==> src/rtl/avst_adt_pkg.sv <==
// Shared constants and elaboration helpers for the ready-latency adapter buffer.
package avst_adt_pkg;

    localparam int MAX_READY_LATENCY = 3;

    // A depth is legal when it is a power of two and can hold every beat already in flight.
    function automatic bit depth_legal(input int depth, input int latency);
        return (depth >= 1) && ((depth & (depth - 1)) == 0) &&
               (latency >= 0) && (latency <= MAX_READY_LATENCY) &&
               (depth >= latency + 1);
    endfunction

    function automatic int ptr_w(input int depth);
        return (depth <= 1) ? 1 : $clog2(depth);
    endfunction

endpackage

==> src/rtl/avst_adt_ram.sv <==
// Buffer storage: one synchronous write port and one asynchronous read port, not reset.
module avst_adt_ram
    import avst_adt_pkg::*;
#(
    parameter int DATA_W = 8,
    parameter int DEPTH  = 4,
    parameter int PW     = ptr_w(DEPTH)
) (
    input  logic              clk,
    input  logic              we,
    input  logic [PW-1:0]     waddr,
    input  logic [DATA_W-1:0] wdata,
    input  logic [PW-1:0]     raddr,
    output logic [DATA_W-1:0] rdata
);

    logic [DATA_W-1:0] mem [DEPTH];

    always_ff @(posedge clk) begin
        if (we) begin
            mem[waddr] <= wdata;
        end
    end

    assign rdata = mem[raddr];

endmodule

==> src/rtl/avst_timing_adt_buf.sv <==
// Ready-latency adapter: absorbs an upstream with IN_READY_LATENCY into a latency-0 FWFT output.
// Optional sticky overflow flag and drop message under macro AVST_TADT_OVF_FLAG_EN.
module avst_timing_adt_buf
    import avst_adt_pkg::*;
#(
    parameter int DATA_W           = 8,
    parameter int DEPTH            = 4,
    parameter int IN_READY_LATENCY = 0
) (
    input  logic                       clk,
    input  logic                       reset,
    input  logic                       in_valid,
    input  logic [DATA_W-1:0]          in_data,
    output logic                       in_ready,
    output logic                       out_valid,
    output logic [DATA_W-1:0]          out_data,
    input  logic                       out_ready,
    output logic [$clog2(DEPTH+1)-1:0] fill_level
`ifdef AVST_TADT_OVF_FLAG_EN
    ,
    output logic                       overflow
`endif
);

    localparam int PW = ptr_w(DEPTH);
    localparam int CW = $clog2(DEPTH + 1);
    localparam logic [PW-1:0] LAST_PTR  = PW'(DEPTH - 1);
    localparam logic [CW-1:0] FULL_CNT  = CW'(DEPTH);
    localparam logic [CW-1:0] READY_MAX = CW'(DEPTH - 1 - IN_READY_LATENCY);

    if (!depth_legal(DEPTH, IN_READY_LATENCY) || DATA_W < 1 || DATA_W > 256) begin : g_bad_params
        $error("avst_timing_adt_buf: illegal DATA_W/DEPTH/IN_READY_LATENCY combination");
    end

    logic [PW-1:0] wr_ptr, rd_ptr;
    logic [CW-1:0] count;
    logic          full, push, pop;

    function automatic logic [PW-1:0] ptr_next(input logic [PW-1:0] p);
        return (p == LAST_PTR) ? '0 : p + 1'b1;
    endfunction

    // Handshake: upstream beats count whenever in_valid=1 (in_ready is advisory, DEPTH-1-L
    // entries ahead); downstream beat transfers when out_valid=1 and out_ready=1.
    assign full      = (count == FULL_CNT);
    assign pop       = out_valid & out_ready;
    assign push      = in_valid & (~full | pop);
    assign out_valid = (count != '0);
    assign in_ready  = (count <= READY_MAX);
    assign fill_level = count;

    always_ff @(posedge clk or posedge reset) begin
        if (reset) begin
            wr_ptr <= '0;
            rd_ptr <= '0;
            count  <= '0;
        end else begin
            if (push) wr_ptr <= ptr_next(wr_ptr);
            if (pop)  rd_ptr <= ptr_next(rd_ptr);
            case ({push, pop})
                2'b10:   count <= count + 1'b1;
                2'b01:   count <= count - 1'b1;
                default: count <= count;
            endcase
        end
    end

    avst_adt_ram #(
        .DATA_W(DATA_W),
        .DEPTH (DEPTH),
        .PW    (PW)
    ) u_ram (
        .clk  (clk),
        .we   (push),
        .waddr(wr_ptr),
        .wdata(in_data),
        .raddr(rd_ptr),
        .rdata(out_data)
    );

`ifdef AVST_TADT_OVF_FLAG_EN
    logic ovf_evt;
    assign ovf_evt = in_valid & full & ~pop;

    always_ff @(posedge clk or posedge reset) begin
        if (reset) begin
            overflow <= 1'b0;
        end else if (ovf_evt) begin
            overflow <= 1'b1;
        end
    end

`ifndef SYNTHESIS
    always @(posedge clk) begin
        if (!reset && ovf_evt) begin
            $display("avst_timing_adt_buf: overflow, beat 0x%0h dropped at %0t", in_data, $time);
        end
    end
`endif
`endif

endmodule

==> config.mk <==
export PLATFORM = sky130hd
export DESIGN_NAME = avst_timing_adt_buf
export DESIGN_NICKNAME = d
export VERILOG_FILES = /design/src/rtl/avst_adt_pkg.sv /design/src/rtl/avst_adt_ram.sv /design/src/rtl/avst_timing_adt_buf.sv
export SDC_FILE = /design/constraint.sdc
export NUM_CORES = 1
export LEC_CHECK = 0
export ABC_CLOCK_PERIOD_IN_PS = 4500
export CORE_MARGIN = 1
export CORE_UTILIZATION = 29
export CTS_CLUSTER_DIAMETER = 30
export DETAILED_ROUTE_END_ITERATION = 7
export HOLD_SLACK_MARGIN = 0.12
export PLACE_DENSITY = 0.45
export SLEW_MARGIN = 20
export SYNTH_ARGS = -nofsm -noshare
export SYNTH_HDL_FRONTEND = slang
export SYNTH_HIERARCHICAL = 1
export SYNTH_SLANG_ARGS = --single-unit
==> constraint.sdc <==
create_clock -name clk -period 4.5 [get_ports clk]
set_input_delay 0.9 -clock clk [delete_from_list [all_inputs] [get_ports clk]]
set_output_delay 0.9 -clock clk [all_outputs]
set_load 0.1 [all_outputs]
==> impl_results.md <==
* Register area share after synthesis at 0.670
* Final worst path period share at 0.773
* Post-CTS Setup Repair Bufs at 0
* Via density at roughly 4.6
* Overflow after GRT at 0
* Clock skew at about 0.0065 ns
* Final core utilization at 0.380
* Unrepaired setup endpoints after global routing: false
* Max_slew headroom at 0.353
* CTS root buf: clkbuf_8
* Die area at ~6200 sq um
* Clock buffer count from CTS at 5
* CTS Buffer Depth at 2
* Core area at approximately 5600 sq um
* Final WL at between 2000 and 3000 um
* Die Y at about 80 um
* Tmin final at about 3.5 ns
* Yosys cell types at 32
* Setup TNS at 0 ns
* Avg Inst Size Synth at ~18 sq um
* Routed len/inst at approximately 15 um
* Largest net degree at the start of global routing at 13
* Share of flip-flops with an asynchronous set or reset at 0.179
* Reg2Reg Setup Slack at approximately 2.6 ns
* Max-cap viol count at 0
* Post-DP HPWL at 2020 um
* Detailed Routing Iterations Pass 1 at 3
* Synthesis Warnings at 6
* CTS tree: yes
* Post-synth design cell area at around 1700 sq um
* First-pass GRT wire length at 4880 um
* Sequential cell area at between 1000 and 1500 sq um
* # port buffers at 24
* Detailed-route DRC error count at 0
* #FFs+latches synth at 39
* IO Pins at 25
* Ys flop type: edfxtp_1
* Starting Density at 0.304
* Clk slew on worst S/H paths at approximately 0.08 ns
* Layout cells sized above 1 at 0.210
* Hold Crit Class: register to register
* Critical Path Fanout Max at 11
* Final Net Count at approximately 140
* PostCTS Resize Cnt at 0
* Syn_nets at 110
* Fin. Hold Viols at 0
* Slew Limit Fails at 0
* DRT iter0 DRCs at just over 60
* Synth-to-layout area growth at 24.7%
* Total number of vias at ~900
* Arr. time, crit path at roughly 2.6 ns
* CTS H-tree depth at 2
* Filler cells at around 540
* CP Data Required Time at around 3.6 ns
* Final setup violating endpoints at 0
* Area taken by multi-input logic gates at between 500 and 600 sq um
* GRT Total Usage at 0.111
* Hold_buf cts at 0
* Setup CP Type: register to primary output
* Startpoint Class: register
* Die Wd at approximately 78 um
* CTS Sinks at 39
* Initial antenna violation count at 0
* Antenna Violating Nets Remaining at 0
* Worst-Skew Late Latency at 0.28 ns
* Status: completed
* Post-synth EDFFs at 32
* GPL Wtd Cong at about 0.74
* Rows at 27
* CP endpoint kind: primary output
* Fmax at 287 MHz
* Vias in the first global route at between 900 and 1000
* Slew of the pin with the lowest slew margin at ~0.97 ns
* Mapped Cells at 95
* Ant. Diodes at 0
==> cells in the mapped netlist, drive strengths merged, types with 2 or more instances <==
cell type	instances	area [sq um]
and3b	3	27.5
nor2	5	18.8
buf	3	21.3
mux4	8	180
edfxtp	32	961
dfrtp	7	175
a21o	2	15.0
nor3b	3	22.5
mux2	4	45.0
inv	5	18.8
ha	2	25.0
nand2	3	11.3
==> kinds of logic (layout without fill, tap and decap cells) <==
logic type	after synthesis	count (layout)	share of synthesized area
flops	39	39	0.670
simple gates	20	20	0.0782
mux	13	13	0.139
compound gates	10	10	0.0553
buf+inv	9	38	0.0265
fa+ha+maj	3	3	0.0265
xor+xnor	1	1	0.00516
==> per-stage QoR <==
stage	instance area [sq um]	hold slack [ns]	setup slack, ns	std cells
2_1_floorplan	1700	0.505	1.53	95
3_3_place_gp	2010	0.575	1.28	188
3_5_place_dp	2010	0.590	1.27	188
4_1_cts	2120	0.606	0.951	196
5_1_grt	2120	0.638	0.871	196
6_report	2120	0.605	1.02	196
==> cell type report <==
cell class	instances	share of cell area
Timing Repair Buffer	25	0.117
Sequential cell	39	0.537
Clock inverter	3	0.0183
Multi-Input combinational cell	47	0.244
Inverter	5	0.00887
Tap cell	72	0.0426
Clock buffer	5	0.0325
==> routing by layer <==
| layer | share of wire | wire length [um] | GRT usage |
|---|---|---|---|
| met5 | 0 | 0 | 0 |
| met3 | 0.046 | 138 | 0.0349 |
| met4 | 0.020 | 61 | 0.0556 |
| met2 | 0.46 | 1370 | 0.175 |
| met1 | 0.47 | 1420 | 0.137 |
==> state kept, by name (all words and copies together), names as in the netlist <==
| name | flops |
|---|---|
| rd_ptr | 2 |
| u_ram/mem | 32 |
| fill_level | 3 |
| wr_ptr | 2 |
==> worst max-delay path: stages (launching register included) <==
cell and delay (ns):
dfrtp_1 0.73, mux4_2 0.58, clkdlybuf4s50_1 0.98
==> cells in the final DEF, fill, tap and decap left out, drive strengths merged, types with 2 or more instances in the layout <==
cell,n
edfxtp,32
clkdlybuf4s50,24
mux4,8
dfrtp,7
nor2,5
inv,5
clkbuf,5
mux2,4
nand2,3
nor3b,3
and3b,3
a21o,2
ha,2
clkinv,2
==> final timing paths <==
| path | to | startpoint | cells past startpoint |
|---|---|---|---|
| max in group asynchronous | rd_ptr[1]$_DFFE_PP0N_ | reset | 2 |
| worst max register to register | fill_level[1]$_DFFE_PP0P_ | fill_level[1]$_DFFE_PP0P_ | 6 |
| min in group asynchronous | fill_level[2]$_DFFE_PP0P_ | reset | 2 |
| worst max-delay path | out_data[7] | rd_ptr[0]$_DFFE_PP0N_ | 2 |
| worst min register to register | wr_ptr[1]$_DFFE_PP0P_ | wr_ptr[1]$_DFFE_PP0P_ | 1 |
| worst min-delay path | wr_ptr[1]$_DFFE_PP0P_ | wr_ptr[1]$_DFFE_PP0P_ | 1 |
Power is not shown: default switching activity piles up to over one toggle a cycle in this logic, so the estimate is an artifact.
